<file path="src/rtl/modport_fifo.sv">
// rtl/modport_fifo.sv - single-clock 128-bit FIFO with registered read data and status flags
// Optional checks: define MODPORT_FIFO_ASSERT_EN to compile in simulation-only overflow/underflow assertions.
module modport_fifo #(
  parameter int DATA_W        = 128,
  parameter int DEPTH         = 16,
  parameter int ADDR_W        = $clog2(DEPTH),
  parameter int ALM_FULL_LVL  = DEPTH - 2,
  parameter int ALM_EMPTY_LVL = 2
) (
  input  logic              clk,
  input  logic              reset,
  input  logic              i_wren,
  input  logic [DATA_W-1:0] i_wrdata,
  input  logic              i_rden,
  output logic [DATA_W-1:0] o_rddata,
  output logic              o_full,
  output logic              o_empty,
  output logic              o_alm_full,
  output logic              o_alm_empty
);

  localparam logic [ADDR_W:0] FULL_CNT      = (ADDR_W+1)'(DEPTH);
  localparam logic [ADDR_W:0] ALM_FULL_CNT  = (ADDR_W+1)'(ALM_FULL_LVL);
  localparam logic [ADDR_W:0] ALM_EMPTY_CNT = (ADDR_W+1)'(ALM_EMPTY_LVL);

  logic [DATA_W-1:0] mem [DEPTH];
  logic [ADDR_W-1:0] wr_ptr;
  logic [ADDR_W-1:0] rd_ptr;
  logic [ADDR_W:0]   count;
  logic              wr_acc;
  logic              rd_acc;

  // Full gates writes and empty gates reads, so a simultaneous request at either
  // boundary degrades to a single accepted operation.
  assign wr_acc = i_wren && !o_full;
  assign rd_acc = i_rden && !o_empty;

  assign o_full      = (count == FULL_CNT);
  assign o_empty     = (count == '0);
  assign o_alm_full  = (count >= ALM_FULL_CNT);
  assign o_alm_empty = (count <= ALM_EMPTY_CNT);

  // Storage has no reset; contents are don't-care until written.
  always_ff @(posedge clk) begin
    if (wr_acc) begin
      mem[wr_ptr] <= i_wrdata;
    end
  end

  always_ff @(posedge clk or negedge reset) begin
    if (!reset) begin
      wr_ptr   <= '0;
      rd_ptr   <= '0;
      count    <= '0;
      o_rddata <= '0;
    end else begin
      if (wr_acc) begin
        wr_ptr <= wr_ptr + 1'b1;
      end
      if (rd_acc) begin
        o_rddata <= mem[rd_ptr];
        rd_ptr   <= rd_ptr + 1'b1;
      end
      case ({wr_acc, rd_acc})
        2'b10:   count <= count + 1'b1;
        2'b01:   count <= count - 1'b1;
        default: count <= count;
      endcase
    end
  end

`ifdef MODPORT_FIFO_ASSERT_EN
  always @(posedge clk) begin
    if (reset) begin
      assert (!(i_wren && o_full)) else $fatal(1, "modport_fifo: write while full");
      assert (!(i_rden && o_empty)) else $fatal(1, "modport_fifo: read while empty");
      assert (count <= FULL_CNT) else $error("modport_fifo: count exceeds depth");
      assert (!(o_full && o_empty)) else $error("modport_fifo: full and empty together");
    end
  end
`else
`endif

endmodule

</file>
<file path="config.mk">
export PLATFORM = sky130hd
export DESIGN_NAME = modport_fifo
export DESIGN_NICKNAME = d
export VERILOG_FILES = /design/src/rtl/modport_fifo.sv
export SDC_FILE = /design/constraint.sdc
export NUM_CORES = 2
export LEC_CHECK = 0
export BUFFER_PORTS_ARGS = -buffer_cell sky130_fd_sc_hd__buf_2
export CORE_MARGIN = 1.5
export CORE_UTILIZATION = 40
export DETAILED_ROUTE_END_ITERATION = 8
export GPL_TIMING_DRIVEN = 0
export SLEW_MARGIN = 10
export SYNTH_ARGS = -nofsm -noshare
export SYNTH_HDL_FRONTEND = slang
export SYNTH_SLANG_ARGS = --single-unit
</file>
<file path="constraint.sdc">
create_clock -name clk -period 15.75 [get_ports clk]
set_input_delay 1.575 -clock clk [delete_from_list [all_inputs] [get_ports clk]]
set_output_delay 1.575 -clock clk [all_outputs]
set_load 0.02 [all_outputs]
</file>
==> summary.md <==
| Metric | Value |
|---|---|
| Status | finished clean |
| Tot Pwr | 17,500 uW |
| Critical path launch point | i_wren |
| Routed len/inst | 29.6 microns |
| Die X | 456 microns |
| Max-slew violations | 0 |
| Clk_lat worst skew | 850 ps |
| Root buffer cell | clkbuf_16 |
| Predominant post-synthesis flop cell | edfxtp_1 |
| Tightest Hold Check Type | reg -> reg |
| Post_cts resized | 0 |
| Yosys warnings | 0 |
| Num CTS Buffers | 213 |
| First drt pass iteration count | 5 |
| CP cell instances | buf_2, and2_1, clkbuf_1, nand2_1, nor3_2, buf_6, buf_6, buf_4, buf_6, buf_4, buf_4, buf_4 |
| Grt ovf | 0 |
| GRT Total Usage | 0.200 |
| Final setup viols | 0 |
| Largest net degree at the start of global routing | 77 |
| Clock share of power | 0.289 |
| Post-synthesis sequential area ratio | 0.791 |
| Slowest stage delay, CP | 620 ps |
| Post-route ant nets | 0 |
| # DRC | 0 |
| HP Start | o_rddata[17]$_DFFE_PN0P_ |
| Syn Inst Count | 3,527 |
| Max cap viols | 0 |
| Max Clock Freq | 0.246 GHz |
| First-pass GRT wire length | 297,000 microns |
| Worst flop-to-flop path startpoint | count[1]$_DFFE_PN0P_ |
| Maximum resistive drop on vdd | 0.000117 V |
| # port buffers | 263 |
| CP endpoint kind | register |
| Post-DP HPWL | 135,000 microns |
| Synthesized area per cell | 23.3 sq um |
| Vias | 39,100 |
| Final Skew | 23.8 ps |
| Fillers | 16,700 |
| # Post-CTS Setup Buffers | 0 |
| Setup TNS | 0 ps |
| Synth top area cells | edfxtp_1 75%, mux4_2 14%, dfrtp_1 4.3%, mux2i_1 1.5%, o221ai_1 1.2% |
| Switching fraction of total power | 0.310 |
| LEAKAGE | 0.0319 uW |
| Comb pwr share | 0.292 |
| Post-synthesis cell type count | 38 |
| Unrepaired setup endpoints after global routing | no |
| Crit path DAT | 4600 ps |
| CP top delay family | buffers and inverters |
| CTS Hold Bufs | 0 |
| Layout area overhead | 17.4% |
| Flop pwr share | 0.419 |
| Ports | 264 |
| Seq cells post-synth | 2,189 |
| Die area | 208,000 sq um |
| Clock tree sinks | 2,189 |
| Share of layout cells above drive strength 1 | 0.326 |
| Final #Nets | 4,313 |
| Initial cell density of the core | 0.402 |
| Slowest cell on the critical path | nor3_2 |
| Vias in the first global route | 40,000 |
| Post-synth top area cell | edfxtp_1 |
| CP Buf/Inv Count | 9 |
| Post-synth EDFFs | 2,048 |
| Syn nets | 3,669 |
| Final hold violation count | 0 |
| P_sw | 5410 uW |
| Most frequent CP cell | buf_4 |
| CP required | 16,280 ps |
| Clk buf depth | 3 |
| Crit-path max FO | 9 |
| Routability cong. | 0.714 |
| Antenna violations before repair | 46 |
| Initial DRC Count | 3,792 |
| Worst slew pin tran | 1100 ps |
| Top cell type's share of synthesized area | 0.748 |
| Clock Pin Slew Worst Setup and Hold Paths | 60 ps |
| Area of the mapped netlist | 82,200 sq um |
| CTS tree | done |
| Core area | 204,000 sq um |
| CP Launch Type | primary input |
| Area of the multi-input gates | 16,200 sq um |
| Wirelength, routed | 209,000 microns |
| Critical path class | in -> reg |
| PwrDens | 181 nW/um^2 |
| Max_slew headroom | 0.269 |
| Period minus WS final | 4060 ps |
| FF+latch area | 65,000 sq um |
| Internal power | 12,100 uW |
| Vias per inst | 5.54 |
| Final design utilization | 0.472 |
| Cell Rows | 166 |
| H-tree depth | 4 |
| Synth async-reset ratio | 0.0644 |
| Die height | 456 microns |
| Final period utilization | 0.258 |
registers in the layout, indices dropped and copies added, names as in the netlist:
signal and cells:
o_rddata 128, count 5, wr_ptr 4, mem 2048, rd_ptr 4
layer usage:
| layer | part of all wire | up-vias | routed length [microns] | track usage |
|---|---|---|---|---|
| met4 | 0.026 | 24 | 5490 | 0.0604 |
| met3 | 0.060 | 325 | 12500 | 0.0401 |
| met1 | 0.40 | 21200 | 83900 | 0.260 |
| met2 | 0.51 | 1179 | 107000 | 0.339 |
| met5 | 0.00070 | - | 146 | 0 |
| li1 | - | 16400 | - | - |
final cells by class:
type                            count  area share
Antenna cell                       12    0.000311
Timing Repair Buffer              429      0.0402
Multi-Input combinational cell   1124       0.168
Inverter                            9    0.000350
Sequential cell                  2189       0.674
Clock buffer                      300      0.0620
Tap cell                         2688      0.0349
Clock inverter                    101     0.00959
Buffer                            205      0.0106
cell usage in the layout (no fill, tap or decap), drive strengths merged, types with 9 or more instances in the layout:
master,instances
a21o,103
a21oi,107
buf,575
bufinv,15
clkbuf,359
clkinv,74
dfrtp,141
diode,12
edfxtp,2048
ha,9
inv,18
mux2i,126
mux4,512
nand2,63
nor2,12
o21ai,30
o221ai,125
cell families (layout without fill, tap and decap cells):
| group | Yosys count | in the layout | synth area share |
|---|---|---|---|
| flops | 2189 | 2189 | 0.791 |
| mux | 641 | 641 | 0.156 |
| compound gates | 370 | 370 | 0.0323 |
| buf+inv | 214 | 1044 | 0.0128 |
| simple gates | 93 | 93 | 0.00483 |
| fa+ha+maj | 10 | 10 | 0.00161 |
| xor+xnor | 10 | 10 | 0.00107 |
| other cells | 0 | 12 | 0 |
final timing paths:
| kind | to | slack (ps) | cells past startpoint |
|---|---|---|---|
| worst min register to register | o_rddata[17]$_DFFE_PN0P_ | 470 | 1 |
| max in group asynchronous | o_rddata[30]$_DFFE_PN0P_ | 14010 | 2 |
| worst min-delay path | o_rddata[17]$_DFFE_PN0P_ | 470 | 1 |
| worst max-delay path | mem[3][29]$_DFFE_PP_ | 11690 | 12 |
| min in group asynchronous | o_rddata[43]$_DFFE_PN0P_ | 720 | 1 |
| worst max register to register | mem[3][29]$_DFFE_PP_ | 11820 | 13 |
worst reg2reg max path: cells and delay by family, from the launching register on:
| kind | cells | cell delay, ps |
|---|---|---|
| flip-flops | 1 | 480 |
| buffers and inverters | 8 | 1850 |
| AND/OR/NAND/NOR | 5 | 1290 |
stage by stage:
| stage | setup WS (ps) | hold WS [ps] | std cells | cell area (sq um) |
|---|---|---|---|---|
| global route | 11550 | 481 | 7052 | 96500 |
| floorplan | 4220 | 480 | 3527 | 82200 |
| CTS | 11750 | 474 | 7045 | 96400 |
| detailed placement | 10820 | 460 | 6644 | 89500 |
| global placement | -8510 | 457 | 6478 | 86900 |
| finish | 11690 | 467 | 7057 | 96500 |
power by group through the flow:
stage / sequential, uW / combinational, uW / clock (uW)
3_5_place_dp: 7450 / 5220 / 0
6_report: 7320 / 5110 / 5040
2_1_floorplan: 7700 / 3000 / 0
3_3_place_gp: 7740 / 4970 / 0
5_1_grt: 7370 / 5450 / 5350
4_1_cts: 7330 / 5230 / 5140
Yosys cell counts, types with 10 or more instances:
| master | instances |
|---|---|
| o21ai_0 | 30 |
| buf_6 | 10 |
| buf_2 | 123 |
| nor2_1 | 12 |
| o221ai_2 | 10 |
| clkbuf_1 | 59 |
| edfxtp_1 | 2048 |
| dfrtp_1 | 141 |
| mux4_2 | 512 |
| nand2_1 | 62 |
| o221ai_1 | 115 |
| mux2i_1 | 126 |
| a21oi_1 | 106 |
| a21o_1 | 103 |
Note: power is estimated with default switching activity, not from simulation.
